==> config.mk <==
export PLATFORM = sky130hd
export DESIGN_NAME = ram_ctrl
export DESIGN_NICKNAME = d
export VERILOG_FILES = /design/src/rtl/ram_ctrl.sv
export SDC_FILE = /design/constraint.sdc
export NUM_CORES = 2
export LEC_CHECK = 0
export CAP_MARGIN = 15
export CORE_MARGIN = 2
export CORE_UTILIZATION = 25
export CTS_BUF_LIST = sky130_fd_sc_hd__clkbuf_8
export CTS_CLUSTER_SIZE = 24
export DETAILED_ROUTE_END_ITERATION = 16
export PLACE_DENSITY = 0.47
export SLEW_MARGIN = 5
export SYNTH_ARGS = -nofsm -noshare
export SYNTH_HDL_FRONTEND = slang
export SYNTH_SLANG_ARGS = --single-unit
==> constraint.sdc <==
create_clock -name clk -period 4.2 [get_ports clk]
set_input_delay 0.63 -clock clk [delete_from_list [all_inputs] [get_ports clk]]
set_output_delay 0.63 -clock clk [all_outputs]
set_load 0.02 [all_outputs]
==> src/rtl/ram_ctrl.sv <==
// Single-port data RAM behind a valid/ready request channel and a held response channel.
// Latency: rsp_valid rises LATENCY cycles after the accept cycle; one transaction in flight.
// Backpressure: req_ready is low from accept until the cycle after the response handshake.
module ram_ctrl #(
  parameter int DATA_W  = 32,
  parameter int DEPTH   = 64,
  parameter int ADDR_W  = 32,
  parameter int LATENCY = 1
) (
  input  logic                  clk,
  input  logic                  rst_n,
  input  logic                  req_valid,
  output logic                  req_ready,
  input  logic                  req_write,
  input  logic [ADDR_W-1:0]     req_addr,
  input  logic [DATA_W/8-1:0]   req_be,
  input  logic [DATA_W-1:0]     req_wdata,
  output logic                  rsp_valid,
  input  logic                  rsp_ready,
  output logic [DATA_W-1:0]     rsp_rdata,
  output logic                  rsp_err
);

  // Byte lanes per word and the number of address bits that select a lane.
  localparam int NBE      = DATA_W / 8;
  localparam int OFF_W    = $clog2(NBE);
  // Width of the word index carved out of the byte address.
  localparam int IDX_W    = ADDR_W - OFF_W;
  // Bits needed to address the storage array (at least one).
  localparam int DEPTH_LG = $clog2(DEPTH);
  localparam int MEM_AW   = (DEPTH > 1) ? DEPTH_LG : 1;

  // Latency counter: LATENCY is at most 4, so three bits hold LATENCY-1.
  localparam int                CNT_W    = 3;
  localparam logic [CNT_W-1:0]  LAT_LOAD = CNT_W'(LATENCY - 1);

  // Controller states.
  localparam logic [1:0] S_IDLE = 2'd0;
  localparam logic [1:0] S_WAIT = 2'd1;
  localparam logic [1:0] S_RESP = 2'd2;

  logic [1:0]        state;
  logic [CNT_W-1:0]  lat_cnt;
  logic [DATA_W-1:0] rdata_q;
  logic              err_q;

  logic [DATA_W-1:0] mem [DEPTH];

  logic              accept;
  logic              rsp_done;
  logic              misaligned;
  logic              out_of_range;
  logic              acc_err;
  logic              wr_en;
  logic [IDX_W-1:0]  word_idx;
  logic [MEM_AW-1:0] mem_addr;

  // ---------------------------------------------------------------------------
  // Address decode
  // ---------------------------------------------------------------------------
  assign word_idx = req_addr[ADDR_W-1:OFF_W];
  assign mem_addr = word_idx[MEM_AW-1:0];

  // Any nonzero lane-offset bit means the access does not start on a word boundary.
  generate
    if (OFF_W > 0) begin : g_off
      assign misaligned = |req_addr[OFF_W-1:0];
    end else begin : g_no_off
      assign misaligned = 1'b0;
    end
  endgenerate

  // DEPTH is a power of two, so index >= DEPTH exactly when any index bit at or
  // above log2(DEPTH) is set. This looks at the full index, so high addresses
  // never alias onto low words.
  generate
    if (IDX_W > DEPTH_LG) begin : g_range
      assign out_of_range = |word_idx[IDX_W-1:DEPTH_LG];
    end else begin : g_no_range
      assign out_of_range = 1'b0;
    end
  endgenerate

  assign acc_err = misaligned | out_of_range;

  // ---------------------------------------------------------------------------
  // Handshakes
  // ---------------------------------------------------------------------------
  // Requests are only taken in IDLE and never while reset is asserted.
  assign req_ready = rst_n & (state == S_IDLE);
  assign accept    = req_valid & req_ready;
  assign rsp_valid = (state == S_RESP);
  assign rsp_done  = rsp_valid & rsp_ready;

  // An erroneous write must leave memory untouched.
  assign wr_en = accept & req_write & ~acc_err;

  assign rsp_rdata = rdata_q;
  assign rsp_err   = err_q;

  // ---------------------------------------------------------------------------
  // Sequencing: IDLE -> (WAIT) -> RESP -> IDLE, WAIT only used for LATENCY > 1
  // ---------------------------------------------------------------------------
  // Advance the transaction state and count down the remaining latency.
  always_ff @(posedge clk) begin
    if (!rst_n) begin
      state   <= S_IDLE;
      lat_cnt <= '0;
    end else begin
      case (state)
        S_IDLE: begin
          if (accept) begin
            if (LATENCY > 1) begin
              state   <= S_WAIT;
              lat_cnt <= LAT_LOAD;
            end else begin
              state   <= S_RESP;
              lat_cnt <= '0;
            end
          end
        end
        S_WAIT: begin
          if (lat_cnt == CNT_W'(1)) begin
            state   <= S_RESP;
            lat_cnt <= '0;
          end else begin
            lat_cnt <= lat_cnt - CNT_W'(1);
          end
        end
        S_RESP: begin
          if (rsp_done) begin
            state <= S_IDLE;
          end
        end
        default: begin
          state   <= S_IDLE;
          lat_cnt <= '0;
        end
      endcase
    end
  end

  // ---------------------------------------------------------------------------
  // Storage
  // ---------------------------------------------------------------------------
  // Byte-lane write, committed at the accept edge of an error-free write.
  // Storage is deliberately not reset so a write that was accepted before a
  // reset survives it.
  always_ff @(posedge clk) begin
    if (wr_en) begin
      for (int i = 0; i < NBE; i++) begin
        if (req_be[i]) begin
          mem[mem_addr][8*i +: 8] <= req_wdata[8*i +: 8];
        end
      end
    end
  end

  // ---------------------------------------------------------------------------
  // Response capture
  // ---------------------------------------------------------------------------
  // Snapshot the read word and error flag at the accept edge and hold them
  // until the response handshake. Reads see the pre-edge contents, which
  // already include every earlier committed write.
  always_ff @(posedge clk) begin
    if (!rst_n) begin
      rdata_q <= '0;
      err_q   <= 1'b0;
    end else if (accept) begin
      err_q <= acc_err;
      if (req_write || acc_err) begin
        rdata_q <= '0;
      end else begin
        rdata_q <= mem[mem_addr];
      end
    end else if (rsp_done) begin
      rdata_q <= '0;
      err_q   <= 1'b0;
    end
  end

endmodule

==> flow_summary.yaml <==
die:
  core_area_um2: 321000
  die-area_um2: 328000
  die_w_um: 572
  io_pins: 108
  start_util_pct: 25.1
  floorplan.rows: 208
  die_h_um: 572
clock_network:
  cts_tree: "built"
  clk_pin_slew_ns: 0.06
  root_buffer: "clkbuf_8"
  ctsHoldBuffers: 2
  cts_setup_buffers: 0
  htree_levels: 5
  clk_path_buf_depth: 4
  cts.sinks: 2082
  clk_latency_ns: 1.08
  cts_resized: 0
  cts_buffers: 358
yosys:
  yosysUniqueCellTypes: 73
  synth_edf_count: 2048
  synth_area_per_cell_um2: 18.1
  async_flop_share_pct: 0
  syn_inst: 4466
  ys_warn_count: 0
  synthFlopType: "edfxtp_1"
  syn_nets: 4539
  ys_ff_latch: 2082
  ys_seq_area_share_pct: 77.0
  synth.cell_area_um2: 80800
timing:
  setup_viol: 0
  finClkSkew_ns: 0.0736
  hold_viol: 0
  tightest_slew_ns: 1.22
  setup_tns_ns: 0
  period_needed_ns: 3.05
  finalCritPeriodShare_pct: 72.5
  slew_headroom_pct: 18.4
  fmax_ghz: 0.328
  rsz0062_at_grt: "no"
  finalMaxSlewViolations: 0
global_route:
  use_met2_pct: 28.8
  antenna_found_initial: 39
  grt_max_degree: 65
  grt_util_met3_pct: 5.16
  use_met1_pct: 26.0
  grt_overflow: 0
  busiest_layer: "met2"
  grt_pass1_vias: 48300
  grt_pass1_wl_mm: 426
  grt.total_usage_pct: 18.9
job:
  max_cap_violations: 0
layout:
  layout_common_cells: "edfxtp_1, buf_4, clkbuf_8"
  layout_commonest_cell: "edfxtp_1"
  area_delta_synth_final_pct: 19.4
  fin_nets: 5233
  final_cells: 9758
  final_core_util_pct: 30.0
  layout-drive-gt1-share_pct: 25.8
route:
  drc_errors: 0
  routed_wirelength_mm: 316
  drt-initial-drc-count: 7042
  vias_per_cell: 5.07
  first_pass_iters: 8
  avgRoutedWirePerCell_um: 32.4
  ant_nets: 0
  dr_total_vias: 49500
place:
  placed_cells: 9103
  dpl.hpwl_mm: 209
  portBuffers: 107
  gp_congestion: 0.886
pwr:
  p_per_area_nw_per_um2: 437
  totalPowerFinal_uw: 42100
  cellLeakagePower_uw: 0.0308
  ir_drop_mv: 0.346
setup_path:
  worst_ep_required_time_ns: 4.93
  worst_setup_path_end_kind: "flip-flop"
  crit_fanout: 22
  arrival_ns: 3.78
  worst-setup-path-type: "input pin to flip-flop"
  cp-start-kind: "input pin"
worst_hold_path:
  min_path_type: "input pin to flip-flop"
outcome:
  outcome: "finished, final reports clean"
metrics by stage:
stage	setup WS, ns	instance area (µm²)	hold WS, ns
6_report	1.15	96400	0.0800
5_1_grt	1.07	96400	0.0286
4_1_cts	1.03	96400	0.00911
3_5_place_dp	0.176	90100	0.526
2_1_floorplan	1.27	80800	0.516
3_3_place_gp	0.213	90000	0.538
cells in the mapped netlist, types with 5 or more instances:
cell type	n	share of area (%)
a2111oi_0	10	0.11
a211o_1	7	0.076
a211oi_1	44	0.41
a21oi_1	110	0.68
a221o_1	7	0.087
a221oi_1	31	0.34
a222oi_1	5	0.062
a22o_1	19	0.21
a22oi_1	44	0.41
a2bb2oi_1	13	0.14
a31oi_1	5	0.039
and2_1	5	0.039
and3_1	7	0.054
buf_1	25	0.12
buf_2	106	0.66
buf_4	56	0.52
buf_6	13	0.18
clkbuf_1	100	0.46
dfxtp_1	34	0.84
edfxtp_1	2048	76
mux2_2	153	2.1
mux2i_1	145	1.8
mux4_2	213	5.9
nand2_1	202	0.94
nand2b_1	12	0.093
nand3_1	16	0.099
nand4_1	6	0.046
nor2_1	367	1.7
nor2b_1	27	0.21
nor3_1	14	0.087
nor4_1	13	0.10
o2111ai_1	6	0.065
o211ai_1	6	0.056
o21ai_0	104	0.64
o221ai_1	127	1.4
o22a_1	19	0.21
o22ai_1	254	2.0
o31ai_1	9	0.084
o32ai_1	5	0.054
or2_2	5	0.039
or3_1	9	0.070
or3b_2	6	0.065
or4_1	6	0.056
metal layers:
metal	wire, µm	vias up	part of all wire [%]
li1	-	19700	-
met1	132000	26200	42
met2	141000	2982	45
met3	32000	543	10
met4	10600	16	3.4
met5	111	-	0.035
power breakdown:
| part | total, µW | internal [µW] | switching [µW] |
|---|---|---|---|
| combinational | 2530 | 729 | 1800 |
| clock | 16800 | 8490 | 8290 |
| sequential | 22800 | 22800 | 1.48 |
| total | 42100 | 32000 | 10100 |
path summary, 6_finish.rpt:
check                                  start       endpoint  slack (ns)  cells past startpoint
worst max-delay path             req_addr[7]     mem[44][1]        1.15                      7
worst min-delay path            req_wdata[0]     mem[46][0]        0.08                      1
worst max register to register      state[1]  rsp_rdata[24]        1.48                      7
worst min register to register       rsp_err        rsp_err        0.53                      2
layout make-up:
type | count | area [µm²]
antenna | 29 | 72.6
clock buffer | 374 | 5150
multi-input combinational | 2072 | 17100
tap | 4305 | 5390
timing repair buffer | 639 | 5440
clock inverter | 250 | 1130
sequential | 2082 | 62200
fill | 31900 | 225000
inverter | 7 | 33.8
cells by family (layout without fill, tap and decap cells):
| group | after synthesis | in the layout | share of synthesized area [%] |
|---|---|---|---|
| flops | 2082 | 2082 | 77.0 |
| other cells | 0 | 29 | 0 |
| buf+inv | 312 | 1270 | 2.04 |
| simple gates | 715 | 715 | 3.84 |
| compound gates | 846 | 846 | 7.24 |
| mux | 511 | 511 | 9.87 |
flip-flops by register name, summed over array words and instances (netlist names):
register / flops
rsp_err: 1
mem: 2048
state: 1
rsp_rdata: 32
worst max-delay path, stage by stage:
cell and delay (ns):
clkdlybuf4s50_1 0.83, buf_4 0.24, and3b_1 0.42, buf_12 0.29, nand2_1 0.75, nor2_1 0.31
buf_4 0.24
Power figures use the tool's default switching activity.
